### src/rtl/bcd_disp_pkg.sv
// Shared constants, state type and helpers for the multiplexed BCD display scanner.
package bcd_disp_pkg;

    localparam logic [3:0] BCD_BLANK  = 4'hF;
    localparam int         MAX_DIGITS = 16;

    typedef enum logic {
        BLANK = 1'b0,
        SCAN  = 1'b1
    } scan_state_t;

    // One-hot enable for digit d; bits at or above num_digits stay clear.
    function automatic logic [MAX_DIGITS-1:0] onehot(input logic [3:0] d, input int num_digits);
        logic [MAX_DIGITS-1:0] oh;
        oh = '0;
        for (int i = 0; i < MAX_DIGITS; i++) begin
            if ((i < num_digits) && (d == 4'(i))) begin
                oh[i] = 1'b1;
            end
        end
        return oh;
    endfunction

    // Bit i set when digit i and every digit above it are zero. Digit 0 is never
    // suppressed. Unused upper digits must be zero-filled by the caller, which
    // makes them transparent to the leading-zero chain.
    function automatic logic [MAX_DIGITS-1:0] lz_mask(input logic [4*MAX_DIGITS-1:0] disp);
        logic [MAX_DIGITS-1:0] m;
        logic                  all_zero;
        m        = '0;
        all_zero = 1'b1;
        for (int i = MAX_DIGITS-1; i >= 1; i--) begin
            all_zero = all_zero && (disp[4*i +: 4] == 4'h0);
            m[i]     = all_zero;
        end
        return m;
    endfunction

endpackage

### src/rtl/bcd_slot_timer.sv
// Slot timer: slot counter k, digit index d, BLANK/SCAN phase and frame_done.
// Next-state values are exported so the top can register its outputs aligned
// with the same k the timer is in.
module bcd_slot_timer
    import bcd_disp_pkg::*;
#(
    parameter int NUM_DIGITS   = 4,
    parameter int PRESCALE     = 50000,
    parameter int BLANK_CYCLES = 16
) (
    input  logic                          clk_i,
    input  logic                          rst_i,
    output logic [$clog2(NUM_DIGITS)-1:0] digit_nxt_o,
    output logic                          scan_nxt_o,
    output logic                          frame_done_o
);

    localparam int KW = $clog2(PRESCALE);
    localparam int DW = $clog2(NUM_DIGITS);

    logic [KW-1:0] k_q, k_d;
    logic [DW-1:0] d_q, d_d;
    logic          frame_done_q, frame_done_d;
    logic          k_last;
    scan_state_t   state_q, state_d;

    // Slot counter and digit index advance; frame_done is precomputed one cycle ahead.
    always_comb begin
        k_last = (k_q == KW'(PRESCALE-1));
        k_d    = k_last ? '0 : k_q + KW'(1);
        d_d    = d_q;
        if (k_last) begin
            d_d = (d_q == DW'(NUM_DIGITS-1)) ? '0 : d_q + DW'(1);
        end
        frame_done_d = (k_d == KW'(PRESCALE-1)) && (d_d == DW'(NUM_DIGITS-1));
    end

    // Phase FSM next state: blank for the first BLANK_CYCLES of each slot.
    always_comb begin
        state_d = state_q;
        case (state_q)
            BLANK:   if (k_q == KW'(BLANK_CYCLES-1)) state_d = SCAN;
            SCAN:    if (k_last)                     state_d = BLANK;
            default: state_d = BLANK;
        endcase
    end

    // Timer and phase registers.
    always_ff @(posedge clk_i) begin
        if (rst_i) begin
            k_q          <= '0;
            d_q          <= '0;
            state_q      <= BLANK;
            frame_done_q <= 1'b0;
        end else begin
            k_q          <= k_d;
            d_q          <= d_d;
            state_q      <= state_d;
            frame_done_q <= frame_done_d;
        end
    end

    assign digit_nxt_o  = d_d;
    assign scan_nxt_o   = (state_d == SCAN);
    assign frame_done_o = frame_done_q;

endmodule

### src/rtl/bcd_digit_scanner.sv
// Time-multiplexed N-digit 7-segment scanner. New values enter through a
// valid/ready handshake into a pending register and reach the display
// register only at frame boundaries, so a frame never mixes old and new digits.
module bcd_digit_scanner
    import bcd_disp_pkg::*;
#(
    parameter int NUM_DIGITS   = 4,
    parameter int PRESCALE     = 50000,
    parameter int BLANK_CYCLES = 16,
    parameter int LZ_SUPPRESS  = 1
) (
    input  logic                    clk,
    input  logic                    rst,
    input  logic                    load_valid,
    input  logic [4*NUM_DIGITS-1:0] load_data,
    output logic                    load_ready,
    output logic [3:0]              bcd_out,
    output logic [NUM_DIGITS-1:0]   digit_en,
    output logic                    frame_done
);

    localparam int DW = $clog2(NUM_DIGITS);
    localparam int W  = 4*NUM_DIGITS;

    logic [DW-1:0]           digit_nxt;
    logic                    scan_nxt;
    logic                    boundary;
    logic                    xfer;

    logic [W-1:0]            disp_q, disp_d;
    logic [W-1:0]            pend_q, pend_d;
    logic                    pend_valid_q, pend_valid_d;
    logic [NUM_DIGITS-1:0]   digit_en_q, digit_en_d;
    logic [3:0]              bcd_q, bcd_d;

    logic [4*MAX_DIGITS-1:0] disp_ext;
    logic [MAX_DIGITS-1:0]   oh_full;
    logic [MAX_DIGITS-1:0]   lz_full;
    logic [3:0]              nib;
    logic                    sup;

    bcd_slot_timer #(
        .NUM_DIGITS   (NUM_DIGITS),
        .PRESCALE     (PRESCALE),
        .BLANK_CYCLES (BLANK_CYCLES)
    ) u_timer (
        .clk_i        (clk),
        .rst_i        (rst),
        .digit_nxt_o  (digit_nxt),
        .scan_nxt_o   (scan_nxt),
        .frame_done_o (boundary)
    );

    // Handshake and frame-boundary update of the pending/display registers.
    always_comb begin
        disp_d       = disp_q;
        pend_d       = pend_q;
        pend_valid_d = pend_valid_q;
        xfer         = load_valid && !pend_valid_q;
        if (boundary && pend_valid_q) begin
            disp_d       = pend_q;
            pend_valid_d = 1'b0;
        end else if (boundary && xfer) begin
            disp_d = load_data;
        end else if (xfer) begin
            pend_d       = load_data;
            pend_valid_d = 1'b1;
        end
    end

    // Output selection for the coming cycle, using the display value that will be live then.
    always_comb begin
        disp_ext        = '0;
        disp_ext[W-1:0] = disp_d;
        oh_full         = onehot(4'(digit_nxt), NUM_DIGITS);
        lz_full         = lz_mask(disp_ext);
        nib             = BCD_BLANK;
        sup             = 1'b0;
        for (int i = 0; i < NUM_DIGITS; i++) begin
            if (digit_nxt == DW'(i)) begin
                nib = disp_d[4*i +: 4];
                sup = lz_full[i];
            end
        end
        digit_en_d = '0;
        bcd_d      = BCD_BLANK;
        if (scan_nxt) begin
            digit_en_d = oh_full[NUM_DIGITS-1:0];
            bcd_d      = ((LZ_SUPPRESS != 0) && sup) ? BCD_BLANK : nib;
        end
    end

    generate
        if (NUM_DIGITS < MAX_DIGITS) begin : g_spare
            logic unused_spare;
            assign unused_spare = ^{oh_full[MAX_DIGITS-1:NUM_DIGITS], lz_full[MAX_DIGITS-1:NUM_DIGITS]};
        end
    endgenerate

    // Data and output registers.
    always_ff @(posedge clk) begin
        if (rst) begin
            disp_q       <= '0;
            pend_q       <= '0;
            pend_valid_q <= 1'b0;
            digit_en_q   <= '0;
            bcd_q        <= BCD_BLANK;
        end else begin
            disp_q       <= disp_d;
            pend_q       <= pend_d;
            pend_valid_q <= pend_valid_d;
            digit_en_q   <= digit_en_d;
            bcd_q        <= bcd_d;
        end
    end

    assign load_ready = !pend_valid_q;
    assign bcd_out    = bcd_q;
    assign digit_en   = digit_en_q;
    assign frame_done = boundary;

endmodule

### config.mk
export PLATFORM = sky130hd
export DESIGN_NAME = bcd_digit_scanner
export DESIGN_NICKNAME = d
export VERILOG_FILES = /design/src/rtl/bcd_disp_pkg.sv /design/src/rtl/bcd_slot_timer.sv /design/src/rtl/bcd_digit_scanner.sv
export SDC_FILE = /design/constraint.sdc
export NUM_CORES = 1
export LEC_CHECK = 0
export ABC_AREA = 1
export CELL_PAD_IN_SITES_DETAIL_PLACEMENT = 1
export CELL_PAD_IN_SITES_GLOBAL_PLACEMENT = 2
export CORE_MARGIN = 10
export CORE_UTILIZATION = 34
export CTS_CLUSTER_DIAMETER = 150
export CTS_CLUSTER_SIZE = 16
export DETAILED_ROUTE_END_ITERATION = 16
export GPL_ROUTABILITY_DRIVEN = 1
export PLACE_DENSITY = 0.79
export SETUP_SLACK_MARGIN = 0.4
export SYNTH_ARGS = -nofsm -noshare
export SYNTH_HDL_FRONTEND = slang
export SYNTH_SLANG_ARGS = --single-unit
### constraint.sdc
create_clock -name clk -period 3 [get_ports clk]
set_input_delay 0.6 -clock clk [delete_from_list [all_inputs] [get_ports clk]]
set_output_delay 0.6 -clock clk [all_outputs]
set_load 0.005 [all_outputs]
# Word level (Yosys, flattened, before mapping)
# Cells that the tools add are included.
dict set report word_totals {
  out_inout_bits 10
  wordCells 57
  reg_bits 61
  in_bits 19
}
dict set report op_classes {
  bitwise 4
  n_mux 19
  n_reduce_logical 16
  n_eq_ne 7
  n_addsub 2
}
# operator n
set ops {}
lappend ops {{$mux 16} 3}
lappend ops {{$eq 16x16->1 const B} 2}
lappend ops {{$add 16x1->16 const B} 1}
lappend ops {{$eq 16x4->1 const B} 1}
lappend ops {{$mux 4} 4}
lappend ops {{$logic_not 4->1} 3}
lappend ops {{$mux 1} 9}
lappend ops {{$eq 2x2->1 const B} 3}
lappend ops {{$logic_and 1x1->1} 6}
lappend ops {{$mux 2} 2}
lappend ops {{$not 1->1} 4}
lappend ops {{$reduce_or 2->1} 2}
lappend ops {{$reduce_and 3->1} 1}
lappend ops {{$reduce_or 3->1} 1}
lappend ops {{$add 2x1->2 const B} 1}
lappend ops {{$eq 2x1->1 const B} 1}
lappend ops {{$logic_not 2->1} 1}
lappend ops {{$pmux 1 s2} 1}
lappend ops {{$reduce_and 2->1} 1}
lappend ops {{$logic_not 1->1} 1}

# Depth between registers and ports, before layout
# Gate-level depths: netlist of the first run.
dict set report logic_depth {
  depth_word 12
  ltp_mapped 13
  mapped_depth_nobuf 13
}

# Cells and area by module
# Synthesis of the first run repeated with hierarchy kept, for this count alone.
dict set report unflattened {
  cells_unflattened 453
  hier_area_um2 3005.4
}
# module cells_each n_inst area_each_um2 seq_area_each_um2
set by_module_without_submodules {}
lappend by_module_without_submodules {bcd_digit_scanner 259 1 1813.0 820.8}
lappend by_module_without_submodules {bcd_slot_timer 194 1 1192.4 400.4}

# Least setup slack after synthesis of the first run
# No wires, ideal clock.
dict set report synth_path {
  kind {input-to-reg}
  from {input port load_valid}
  to {register bcd_q[0], in the netlist bcd_out[0]}
  t_arrival_ns 1.682
  cell_stages 12
  setup_slack_ns 1.192
  setup_time_ns 0.125
  required_time_ns 2.875
  path_buffers 2
  cell_sequence {buf_2 > o21ai_4 > buf_4 > nand2_1 > o21ai_0 > nor2_1 > nand3_1 > nand2_1 > inv_1 > nor2_2 > nor2_2 > nand3_1}
}
dict set report synth_via {
  elab_chain_len 11
  elab_cells_between_ends 17
  classes_between {mux: 9; reduce/logical: 8}
}
# element line
set synth_lines {}
lappend synth_lines {{start, declared} bcd_digit_scanner.sv:14} ;# input logic load_valid,
lappend synth_lines {{$logic_and 1x1->1 (*)} bcd_digit_scanner.sv:59} ;# xfer = load_valid && !pend_valid_q;
lappend synth_lines {{$logic_and 1x1->1 (*)} bcd_digit_scanner.sv:63} ;# end else if (boundary && xfer) begin
lappend synth_lines {{$mux 16 (*)} bcd_digit_scanner.sv:63}
lappend synth_lines {{$mux 16 (*)} bcd_digit_scanner.sv:60} ;# if (boundary && pend_valid_q) begin
lappend synth_lines {{$logic_not 4->1} bcd_disp_pkg.sv:33} ;# all_zero = all_zero && (disp[4*i +: 4] == 4'h0);
lappend synth_lines {{$logic_and 1x1->1 (2 in series)} bcd_disp_pkg.sv:33}
lappend synth_lines {{$mux 1 (3 in series)} bcd_digit_scanner.sv:80} ;# if (digit_nxt == DW'(i)) begin
lappend synth_lines {{$reduce_or 3->1 (no line)} -}
lappend synth_lines {{end signal, assigned} bcd_digit_scanner.sv:107} ;# bcd_q <= BCD_BLANK;
lappend synth_lines {{end signal, assigned} bcd_digit_scanner.sv:113} ;# bcd_q <= bcd_d;
lappend synth_lines {{end, declared} bcd_digit_scanner.sv:34} ;# logic [3:0] bcd_q, bcd_d;
# Every way passes the cells marked *; elsewhere a longest branch is shown, timed or not.
# A chain may end at the register's enable or synchronous reset.

# Final worst setup path of the first run
dict set report layout_path {
  from {input port load_valid}
  to {register pend_q[1]}
}
dict set report layout_via {
  elab_chain_len 4
}
# element line
set layout_lines {}
lappend layout_lines {{$logic_and 1x1->1 (*)} bcd_digit_scanner.sv:59}
lappend layout_lines {{$logic_and 1x1->1} bcd_digit_scanner.sv:63}
lappend layout_lines {{$not 1->1 (no line)} -}
lappend layout_lines {{$reduce_and 3->1 (no line) (*)} -}
lappend layout_lines {{end signal, assigned} bcd_digit_scanner.sv:110} ;# pend_q <= pend_d;
lappend layout_lines {{end, declared} bcd_digit_scanner.sv:31} ;# logic [W-1:0] pend_q, pend_d;
# Marked as above.

==> parameters.txt, run 1 <==
Parameter                              Value

Run status
  Run status ... finished, final reports clean

Clock network
  Count of hold-fix buffers inserted at cts ... 0
  Post CTS Setup Buffer Count ... 0
  CTS H-tree depth ... 3
  Clk_lat worst skew ... 0.35 ns
  Largest buffer count on any clock path ... 2
  Clock tree from TritonCTS ... yes
  TritonCTS Sinks ... 61
  Number of clock buffers inserted by TritonCTS ... 9
  Root buffer cell ... sky130_fd_sc_hd__clkbuf_8
  Clock-pin slew on the worst setup and hold paths ... 0.07 ns
  PostCTS Resize Cnt ... 0

Finish
  Fin nets ... 493
  Fraction of layout instances using a drive strength above 1 ... 11.37%
  Area added between synthesis and finish ... 19.63%
  Most frequent cells in the layout ... 91 x sky130_fd_sc_hd__nand2_1, 67 x sky130_fd_sc_hd__nor2_1, 61 x sky130_fd_sc_hd__dfxtp_1
  Leading cell type in the layout, fill and taps excluded ... sky130_fd_sc_hd__nand2_1
  Core Util, Final ... 41.62%
  Antenna diode count ... 0

Setup path
  Crit path kind ... primary input to flop
  Nature of the critical path endpoint ... flop
  Arrival time reported for the critical path endpoint ... 2.57 ns
  Critical Path Fanout Max ... 15
  Worst Reg2Reg Path Length in Cells ... 12
  CP required ... 3.22 ns
  Startpoint types ... primary input

Timing
  Setup repair after global routing missed its margin ... no
  Number of pins with negative max-slew slack in the final report ... 0
  Final setup fails ... 0
  Maximum operating frequency ... approximately 430 MHz
  Slew Limit Headroom ... 63.25%
  Worst-case clock skew ... 0.01017 ns
  Period utilization ... approximately four fifths
  Hold Violations, Final ... 0
  Slew at the pin closest to its max-slew limit ... between 0.5 and 0.6 ns
  Shortest clock period the worst path allows after layout ... ~2.3 ns
  Setup TNS ... 0 ns
  Final worst setup slack ... 0.6577 ns

Power and ir drop
  Internal power ... between 1 and 1.5 mW
  Net Sw Power ... between 400 and 500 µW
  Cell Pwr Density ... 467.9 nW/µm²
  Clock share of power ... 44.5%
  Logic gate share of total power ... roughly 5.7%
  Switching part of the total ... 23.68%
  Leakage power figure ... roughly 1.6 nW
  Part of the power in registers ... 49.8%
  Maximum resistive drop on vdd ... 0.1654 mV

Flow run
  MaxCap Viol Count ... 0

Global routing
  Maximum number of pins on one net before global-route repair ... 31
  Overall overflow remaining after global route ... 0
  Antenna violations before repair ... 0
  Number of global-route vias before repair ... 2,965
  Global-route wire length before repair ... 14,880 µm
  All-layer global routing usage ... 14.17%

Routing
  Vias per std cell ... 4.866
  DR pass1 iterations ... 4
  DRC viols ... 0
  Average wire per standard cell ... between 10 and 15 µm
  Vias after detailed routing ... 2,837
  Routed Wire Length ... roughly 8500 µm
  First DRT Iteration DRCs ... 110
  ANT nets after route ... 0

Floorplan
  Total core area ... 8721 µm²
  Horiz. Die Dim ... ~110 µm
  Row count ... 34
  Initial core utilization ... 34.79%
  Area of the die ... 13,100 µm²
  Count of boundary I/O pins ... 29
  Die Height ... 114.5 µm

Place
  Detailed-placement wirelength estimate ... roughly 6600 µm
  Post-Place Worst Slack ... 0.3434 ns
  Port bufs ... 28
  Weighted congestion at the end of routability-driven global placement ... 0.7996

Yosys
  Primary FF master, synth ... sky130_fd_sc_hd__dfxtp_1
  Synth Instances ... 439
  Yosys warnings ... 0
  Fraction of synthesis flops using an asynchronous set or reset pin ... 0%
  Number of distinct library cell variants in the gate-level netlist after synthesis ... 34
  Per-instance average area after synthesis ... 6.912 µm²
  Area of the mapped netlist ... between 3000 and 4000 µm²
  Sequential area share after synthesis ... 40.25%
  Net count of the mapped netlist ... 461
  Number of flops mapped to enable cells by yosys ... 0
  Number of register bits inferred by synthesis ... a little over 60

Min path
  Worst hold path class ... flop to flop
  Worst hold path stage count ... 2
## through the flow
stage	hold WS, ns	cell area [µm²]	cells	power, mW
floorplan	0.4237	3034	439	0.9110
global placement	0.4339	3431	568	0.9574
detailed placement	0.4362	3431	568	0.9610
CTS	0.4483	3630	583	1.725
global route	0.4682	3630	583	1.774
finish	0.4474	3630	583	1.698
## sequential cells by signal, indices dropped and copies added (netlist names)
name                  flops
bcd_out                   4
u_timer.d_q               2
u_timer.frame_done_o      1
u_timer.k_q              16
pend_q                   16
pend_valid_q              1
u_timer.state_q           1
digit_en                  4
disp_q                   16
## layout make-up
class | instances | area [µm²]
fill | 1137 | 5091
multi-input combinational | 305 | 1530
sequential | 61 | 1221
timing repair buffer | 32 | 310.3
inverter | 62 | 234.0
clock buffer | 11 | 151.4
tap | 108 | 135.1
clock inverter | 4 | 47.55
## cells by family (layout without fill, tap and decap cells)
family,after synthesis,count (layout),share of synthesized area (%)
fa+ha+maj,3,3,1.237
buf+inv,73,109,9.319
compound gates,54,54,9.856
flops,61,61,40.25
xor+xnor,4,4,1.155
simple gates,244,244,38.19
## power groups by stage
stage | combinational (mW) | clock, mW | sequential, mW
after floorplan | 0.0502 | 0 | 0.861
after global placement | 0.0945 | 0 | 0.863
after detailed placement | 0.0966 | 0 | 0.864
after CTS | 0.0978 | 0.782 | 0.846
after global routing | 0.111 | 0.815 | 0.848
final | 0.0965 | 0.756 | 0.846
## critical path, cell delays in order
cell                              delay [ns]
sky130_fd_sc_hd__clkdlybuf4s50_1        0.61
sky130_fd_sc_hd__o21ai_4                0.43
sky130_fd_sc_hd__nand3_1                0.36
sky130_fd_sc_hd__buf_4                  0.29
sky130_fd_sc_hd__o21ai_0                0.20
sky130_fd_sc_hd__a21oi_1                0.07
## final timing paths
kind / from / end / slack [ns]
hold reg to reg: pend_q[10] / pend_q[10] / 0.45
setup reg to reg: u_timer.k_q[0] / bcd_out[0] / 0.95
setup / recovery: load_valid / pend_q[1] / 0.66
hold / removal: pend_q[10] / pend_q[10] / 0.45
## Yosys cell counts, types with 5 or more instances
| cell | count | area share, % |
|---|---|---|
| sky130_fd_sc_hd__a21oi_1 | 19 | 3.1 |
| sky130_fd_sc_hd__clkbuf_1 | 6 | 0.74 |
| sky130_fd_sc_hd__dfxtp_1 | 61 | 40 |
| sky130_fd_sc_hd__inv_1 | 57 | 7.1 |
| sky130_fd_sc_hd__nand2_1 | 91 | 11 |
| sky130_fd_sc_hd__nand2_2 | 11 | 2.3 |
| sky130_fd_sc_hd__nand2_4 | 5 | 1.9 |
| sky130_fd_sc_hd__nand3_1 | 30 | 4.9 |
| sky130_fd_sc_hd__nand4_1 | 14 | 2.9 |
| sky130_fd_sc_hd__nor2_1 | 67 | 8.3 |
| sky130_fd_sc_hd__nor2_2 | 5 | 1.0 |
| sky130_fd_sc_hd__nor3_1 | 10 | 1.6 |
| sky130_fd_sc_hd__o21ai_0 | 24 | 4.0 |
## per-layer routing
layer  wire length [µm]  up-vias  GRT usage, %  part of all wire (%)
met3                335       11         3.459                   3.9
met2               3457       43         20.39                    41
met5                  0        -             0                     0
met1               4576     1318         19.66                    54
li1                   -     1465             -                     -
met4                148        0         5.764                   1.7
No activity file was read; power rests on OpenSTA's default activity.
==> run 2, diff against run 1 <==
--- a/config.mk
+++ b/config.mk
@@ -9,12 +9,12 @@
 export CELL_PAD_IN_SITES_DETAIL_PLACEMENT = 1
 export CELL_PAD_IN_SITES_GLOBAL_PLACEMENT = 2
 export CORE_MARGIN = 10
-export CORE_UTILIZATION = 34
+export CORE_UTILIZATION = 32
 export CTS_CLUSTER_DIAMETER = 150
 export CTS_CLUSTER_SIZE = 16
 export DETAILED_ROUTE_END_ITERATION = 16
 export GPL_ROUTABILITY_DRIVEN = 1
-export PLACE_DENSITY = 0.79
+export PLACE_DENSITY = 0.75
 export SETUP_SLACK_MARGIN = 0.4
 export SYNTH_ARGS = -nofsm -noshare
 export SYNTH_HDL_FRONTEND = slang
==> constraint.sdc (replaced) <==
create_clock -name clk -period 2.3 [get_ports clk]
set_input_delay 0.46 -clock clk [delete_from_list [all_inputs] [get_ports clk]]
set_output_delay 0.46 -clock clk [all_outputs]
set_load 0.005 [all_outputs]
==> run 2 against run 1 <==
Critical endpoint is now load_ready. Sequential share of layout area decreased by 1.3 points. Clock-buffer cell count increased by 1. Largest cell class unchanged. Global-route usage decreased by 1.4 points. Largest power group unchanged. Sequential power increased by 31%.
==> parameters.txt, run 2 (synthesis gave the netlist of run 1 again) <==
Parameter                              Value

Run status
  Run status ... finished, final reports clean

Setup path
  Crit path kind ... flop to output pin
  Startpoint types ... flop
  Nature of the critical path endpoint ... output pin
  CP required ... 1.84 ns (-1.38 ns)
  Arrival time reported for the critical path endpoint ... 1.36 ns (-1.21 ns)
  Worst setup path start ... pend_valid_q
  Critical Path Fanout Max ... 10 (-5)
  Reg2reg start ... u_timer.k_q[0]

Floorplan
  Initial core utilization ... 32.84% (-2.0 points)
  Area of the die ... 13,780 µm² (+5.1%)
  Total core area ... 9240 µm² (+6.0%)
  Row count ... 35 (+2.9%)
  Die Height ... 117.4 µm (+2.5%)
  Count of boundary I/O pins ... 29 (unchanged)
  Horiz. Die Dim ... 117.4 µm (+2.5%)

Global routing
  All-layer global routing usage ... 12.81% (-1.4 points)
  Maximum number of pins on one net before global-route repair ... 31 (unchanged)
  Overall overflow remaining after global route ... 0 (unchanged)
  Global-route wire length before repair ... 14,560 µm (-2.2%)
  Number of global-route vias before repair ... 2,844 (-4.1%)
  Antenna violations before repair ... 0 (unchanged)

Timing
  Slew Limit Headroom ... 74.61% (+11 points)
  Period utilization ... 79.25%
  Slew at the pin closest to its max-slew limit ... 0.3808 ns (-0.1698 ns)
  Final setup fails ... 0 (unchanged)
  Worst-case clock skew ... 0.005753 ns (-0.004414 ns)
  Shortest clock period the worst path allows after layout ... 1.823 ns
  Hold slack ... 0.4488 ns (+0.001384 ns)
  Maximum operating frequency ... 548.6 MHz
  Setup TNS ... 0 ns (unchanged)
  Setup repair after global routing missed its margin ... yes
  Number of pins with negative max-slew slack in the final report ... 0 (unchanged)
  Hold Violations, Final ... 0 (unchanged)

Routing
  DR pass1 iterations ... 4 (unchanged)
  Vias after detailed routing ... 2,820 (-0.60%)
  First DRT Iteration DRCs ... 127 (+15%)
  ANT nets after route ... 0 (unchanged)
  DRC viols ... 0 (unchanged)
  Routed Wire Length ... 8689 µm (+2.0%)
  Average wire per standard cell ... 14.13 µm (-3.3%)
  Vias per std cell ... 4.585 (-5.8%)

Power and ir drop
  Maximum resistive drop on vdd ... 0.3085 mV (+87%)
  Leakage power figure ... 1.633 nW (+4.6%)
  Cell Pwr Density ... 571.9 nW/µm² (+22%)

Flow run
  MaxCap Viol Count ... 0 (unchanged)

Finish
  Antenna diode count ... 0 (unchanged)
  Leading cell type in the layout, fill and taps excluded ... sky130_fd_sc_hd__nand2_1
  Most frequent cells in the layout ... 89 x sky130_fd_sc_hd__nand2_1, 61 x sky130_fd_sc_hd__nor2_1, 56 x sky130_fd_sc_hd__inv_1
  Fraction of layout instances using a drive strength above 1 ... 16.67% (+5.3 points)
  Core Util, Final ... 41.38% (-0.24 points)
  Fin nets ... 503 (+2.0%)
  Area added between synthesis and finish ... 26.02%
  Number of fillers in the final layout ... 1,165 (+2.5%)
  Registers with the most flip-flops ... disp_q (16), pend_q (16), u_timer.k_q (16)

Clock network
  Clock-pin slew on the worst setup and hold paths ... 0.07 ns (about the same)
  Largest buffer count on any clock path ... 2 (unchanged)
  Root buffer cell ... sky130_fd_sc_hd__clkbuf_8
  Clk_lat worst skew ... 0.33 ns (-0.02 ns)
  CTS H-tree depth ... 3 (unchanged)
  TritonCTS Sinks ... 61 (unchanged)
  Clock tree from TritonCTS ... yes
  Number of clock buffers inserted by TritonCTS ... 9 (unchanged)

Min path
  Hold Startpoint ... pend_q[6]
  Worst hold path class ... flop to flop

Place
  Detailed-placement wirelength estimate ... 6698 µm (+2.1%)
  Weighted congestion at the end of routability-driven global placement ... 0.8218 (+2.8%)
  Port bufs ... 28 (unchanged)
==> run 2: metrics by stage <==
| step | std cells | area (µm²) | power, mW | setup slack (ns) |
|---|---|---|---|---|
| 2_1_floorplan | 439 | 3034 | 1.188 | 0.5822 |
| 3_3_place_gp | 593 | 3487 | 1.252 | 0.09186 |
| 3_5_place_dp | 593 | 3487 | 1.256 | 0.003830 |
| 4_1_cts | 610 | 3717 | 2.226 | 0.4162 |
| 5_1_grt | 615 | 3824 | 2.298 | 0.3896 |
| 6_report | 615 | 3824 | 2.187 | 0.4772 |
==> run 2: final timing paths <==
path	to	slack, ns	depth (start not counted)
max	load_ready	0.48	2
min	pend_q[6]	0.45	2
max reg2reg	u_timer.frame_done_o	0.52	11
min reg2reg	pend_q[6]	0.45	2
==> run 2: layer usage <==
layer | global-route usage [%] | vias to the layer above | share of wire, %
met5 | 0 | - | 0
met2 | 18.15 | 33 | 42
met4 | 4.460 | 0 | 1.2
met1 | 17.93 | 1297 | 54
met3 | 3.597 | 8 | 3.5
li1 | - | 1482 | -
==> run 2: layout make-up <==
| type | instances | area, µm² | share of cell area, % |
|---|---|---|---|
| multi-input cells | 305 | 1592 | 41.62 |
| flip-flops and latches | 61 | 1235 | 32.30 |
| repair buffers | 42 | 404.1 | 10.57 |
| inverters | 62 | 239.0 | 6.250 |
| well taps | 129 | 161.4 | 4.221 |
| clock buffers | 12 | 145.1 | 3.796 |
| clock inverters | 4 | 47.55 | 1.243 |
==> run 2: worst max-delay path: stages, from the launching register on <==
cell	delay (ns)
sky130_fd_sc_hd__dfxtp_1	0.38
sky130_fd_sc_hd__inv_4	0.13
sky130_fd_sc_hd__clkdlybuf4s50_1	0.52
==> run 2: timing repair <==
item,4_1_cts,5_1_grt
resized for setup,5,24
endpoints found under the hold margin,0,0
setup endpoints to repair,5,6
pin swaps,1,7
setup buffers,1,5
hold buffers,0,0
==> run 2: power breakdown <==
part	internal [mW]	switching, mW
clock network	0.527	0.424
registers	1.09	0.0200
logic	0.0590	0.0704
total	1.67	0.515
==> run 3, diff against run 2 <==
==> constraint.sdc (replaced) <==
create_clock -name clk -period 1.85 [get_ports clk]
set_input_delay 0.37 -clock clk [delete_from_list [all_inputs] [get_ports clk]]
set_output_delay 0.37 -clock clk [all_outputs]
set_load 0.005 [all_outputs]
==> run 3 against run 2 <==
Sequential power grew 23%. Worst hold slack got worse by 0.0029 ns. Die area did not move. Global-route usage is 1.2 points higher. Non-clock buffer count increased by 50. Via count is 8.7% higher.
==> parameters.txt, run 3 (synthesis gave the netlist of run 1 again) <==
Parameter                              Value

Finish
  Area of the multi-input gates ... 1702 µm² (+6.9%)
  Fin nets ... 553 (+9.9%)
  Fraction of layout instances using a drive strength above 1 ... 30.41% (+14 points)
  Summed area of non-filler cells in the final layout ... 4380 µm² (+15%)
  Leading cell type in the layout, fill and taps excluded ... sky130_fd_sc_hd__nand2_1
  Antenna diode count ... 0 (unchanged)
  Number of fillers in the final layout ... 1,169 (+0.34%)
  Most frequent cells in the layout ... 86 x sky130_fd_sc_hd__nand2_1, 53 x sky130_fd_sc_hd__nor2_1, 52 x sky130_fd_sc_hd__inv_1
  Area added between synthesis and finish ... 44.37%
  Registers with the most flip-flops ... disp_q (16), pend_q (16), u_timer.k_q (16)
  Sequential Area ... 1254 µm² (+1.5%)

Timing
  Hold Violations, Final ... 0 (unchanged)
  Period utilization ... 96.08%
  Slew Limit Headroom ... 76.04% (+1.4 points)
  Final worst setup slack ... 0.07245 ns (-0.4048 ns)
  Setup repair after global routing missed its margin ... yes
  Number of pins with negative max-slew slack in the final report ... 0 (unchanged)
  Shortest clock period the worst path allows after layout ... 1.778 ns
  Worst-case clock skew ... 0.01571 ns (+0.009957 ns)
  Maximum operating frequency ... between 500 and 600 MHz
  Final setup fails ... 0 (unchanged)
  Slew at the pin closest to its max-slew limit ... 0.3594 ns (-0.02135 ns)

Routing
  DR pass1 iterations ... 4 (unchanged)
  First DRT Iteration DRCs ... 83 (-35%)
  Vias per std cell ... 4.609 (+0.52%)
  Vias after detailed routing ... 3,065 (+8.7%)
  Average wire per standard cell ... 14.47 µm (+2.4%)
  DRC viols ... 0 (unchanged)
  ANT nets after route ... 0 (unchanged)
  Routed Wire Length ... 9623 µm (+11%)

Clock network
  Largest buffer count on any clock path ... 2 (unchanged)
  CTS H-tree depth ... 3 (unchanged)
  Clk_lat worst skew ... 0.35 ns (+0.02 ns)
  Root buffer cell ... sky130_fd_sc_hd__clkbuf_8
  Count of hold-fix buffers inserted at cts ... 0 (unchanged)
  Clock-pin slew on the worst setup and hold paths ... 0.08 ns (about the same)
  TritonCTS Sinks ... 61 (unchanged)
  Number of clock buffers inserted by TritonCTS ... 9 (unchanged)
  Clock tree from TritonCTS ... yes

Setup path
  Arrival time reported for the critical path endpoint ... 2.05 ns (+0.69 ns)
  Cell-by-cell listing of the critical path ... ha_4, nand3_4, nor2_4, nand2_4, nand2_4, nand2_8, nor2_8, nand2_2, nor2_2, nand4_1, nor2_2
  Crit path kind ... flop to flop
  Combined buffer and inverter count along the critical path ... 0 (-2)
  Startpoint types ... flop
  Kind of cell with the highest combined delay on the critical path ... simple AND/OR/NAND/NOR gates
  CP required ... 2.12 ns (+0.28 ns)
  Delay of the slowest critical-path stage ... 0.37 ns (-0.15 ns)
  Slowest CP cell ... sky130_fd_sc_hd__dfxtp_4
  Nature of the critical path endpoint ... flop
  Critical Path Fanout Max ... 6 (-4)

Power and ir drop
  PnR Total Power ... 2.754 mW (+26%)
  Maximum resistive drop on vdd ... 0.4432 mV (+44%)
  Leakage power figure ... 1.930 nW (+18%)
  Cell Pwr Density ... 628.8 nW/µm² (+9.9%)

Place
  Detailed-placement wirelength estimate ... 7270 µm (+8.5%)
  Port bufs ... 28 (unchanged)
  Weighted congestion at the end of routability-driven global placement ... 0.7894 (-3.9%)
  Post-Place Worst Slack ... -0.3503 ns (-0.3542 ns)
  Area after DPL ... 3800 µm² (+9.0%)

Floorplan
  Area of the die ... 13,780 µm² (unchanged)
  Die Height ... 117.4 µm (unchanged)
  Total core area ... 9240 µm² (unchanged)
  Row count ... 35 (unchanged)
  Horiz. Die Dim ... 117.4 µm (unchanged)
  Initial core utilization ... 32.84% (unchanged)
  Count of boundary I/O pins ... 29 (unchanged)

Global routing
  Number of global-route vias before repair ... 3,224 (+13%)
  Global-route wire length before repair ... 16,000 µm (+9.9%)
  Overall overflow remaining after global route ... 0 (unchanged)
  Maximum number of pins on one net before global-route repair ... 30 (-3.2%)
  Antenna violations before repair ... 0 (unchanged)
  All-layer global routing usage ... 14.01% (+1.2 points)

Flow run
  MaxCap Viol Count ... 0 (unchanged)

Run status
  Run status ... finished, final reports clean

Min path
  Worst hold path class ... flop to flop
[run 3: cell types whose count changed in the layout (fill, tap and decap cells not counted), moves of 4 or more]
cell,change
sky130_fd_sc_hd__buf_4,+39
sky130_fd_sc_hd__buf_6,+9
sky130_fd_sc_hd__clkdlybuf4s50_1,-10
sky130_fd_sc_hd__dfxtp_1,-5
sky130_fd_sc_hd__dfxtp_4,+5
sky130_fd_sc_hd__dlygate4sd2_1,+10
sky130_fd_sc_hd__inv_1,-4
sky130_fd_sc_hd__nand3_1,-4
sky130_fd_sc_hd__nand3_2,+4
sky130_fd_sc_hd__nor2_1,-8
sky130_fd_sc_hd__nor2_4,+5
sky130_fd_sc_hd__o21ai_0,-7
sky130_fd_sc_hd__o21ai_1,+7
[run 3: final cells by class]
type                    instances  share of cell area, %
clock buffers                  10                  2.913
clock inverters                 6                  1.457
inverters                      62                  5.570
multi-input cells             305                  38.85
flip-flops and latches         61                  28.62
well taps                     129                  3.685
repair buffers                 92                  18.91
[run 3: path summary, 6_finish.rpt]
kind | slack [ns] | cells after the start | end | start
setup reg to reg | 0.07 | 11 | u_timer.frame_done_o | u_timer.k_q[1]
hold reg to reg | 0.45 | 2 | pend_q[9] | pend_q[9]
setup / recovery | 0.07 | 11 | u_timer.frame_done_o | u_timer.k_q[1]
hold / removal | 0.45 | 2 | pend_q[9] | pend_q[9]
[run 3: through the flow]
step / hold WS (ns) / instances / TNS, ns / utilization, %
after floorplan: 0.4237 / 439 / 0 / -
after global placement: 0.4305 / 627 / -1.142 / 41.12
after detailed placement: 0.4374 / 627 / -1.807 / 41.12
after CTS: 0.4476 / 654 / 0 / 45.06
after global routing: 0.4644 / 665 / -0.1456 / 47.41
final: 0.4459 / 665 / 0 / 47.41
[run 3: worst min-delay path, cell delays in order (launching register included)]
cell and delay, ns:
sky130_fd_sc_hd__dfxtp_1 0.31, sky130_fd_sc_hd__inv_1 0.05, sky130_fd_sc_hd__a21oi_1 0.05
[run 3: where the power goes]
group          switching (mW)  total, mW  internal (mW)
Sequential             0.0221       1.37           1.34
Clock                   0.575       1.19          0.620
Combinational           0.100      0.194         0.0937
Total                   0.697       2.75           2.06
[run 3: metal layers]
| metal | GRT usage [%] | up-vias | routed length (µm) |
|---|---|---|---|
| li1 | - | 1588 | - |
| met1 | 19.10 | 1431 | 5085 |
| met2 | 20.94 | 35 | 4163 |
| met3 | 3.981 | 11 | 281 |
| met4 | 3.678 | 0 | 92 |
| met5 | 0 | - | 0 |
[run 3: repair_timing]
item                                    4_1_cts  5_1_grt
endpoints found under the setup margin       45       42
gates cloned                                  0        0
gates resized for setup                      50       47
pin swaps                                    11       24
buffers inserted                             11       11
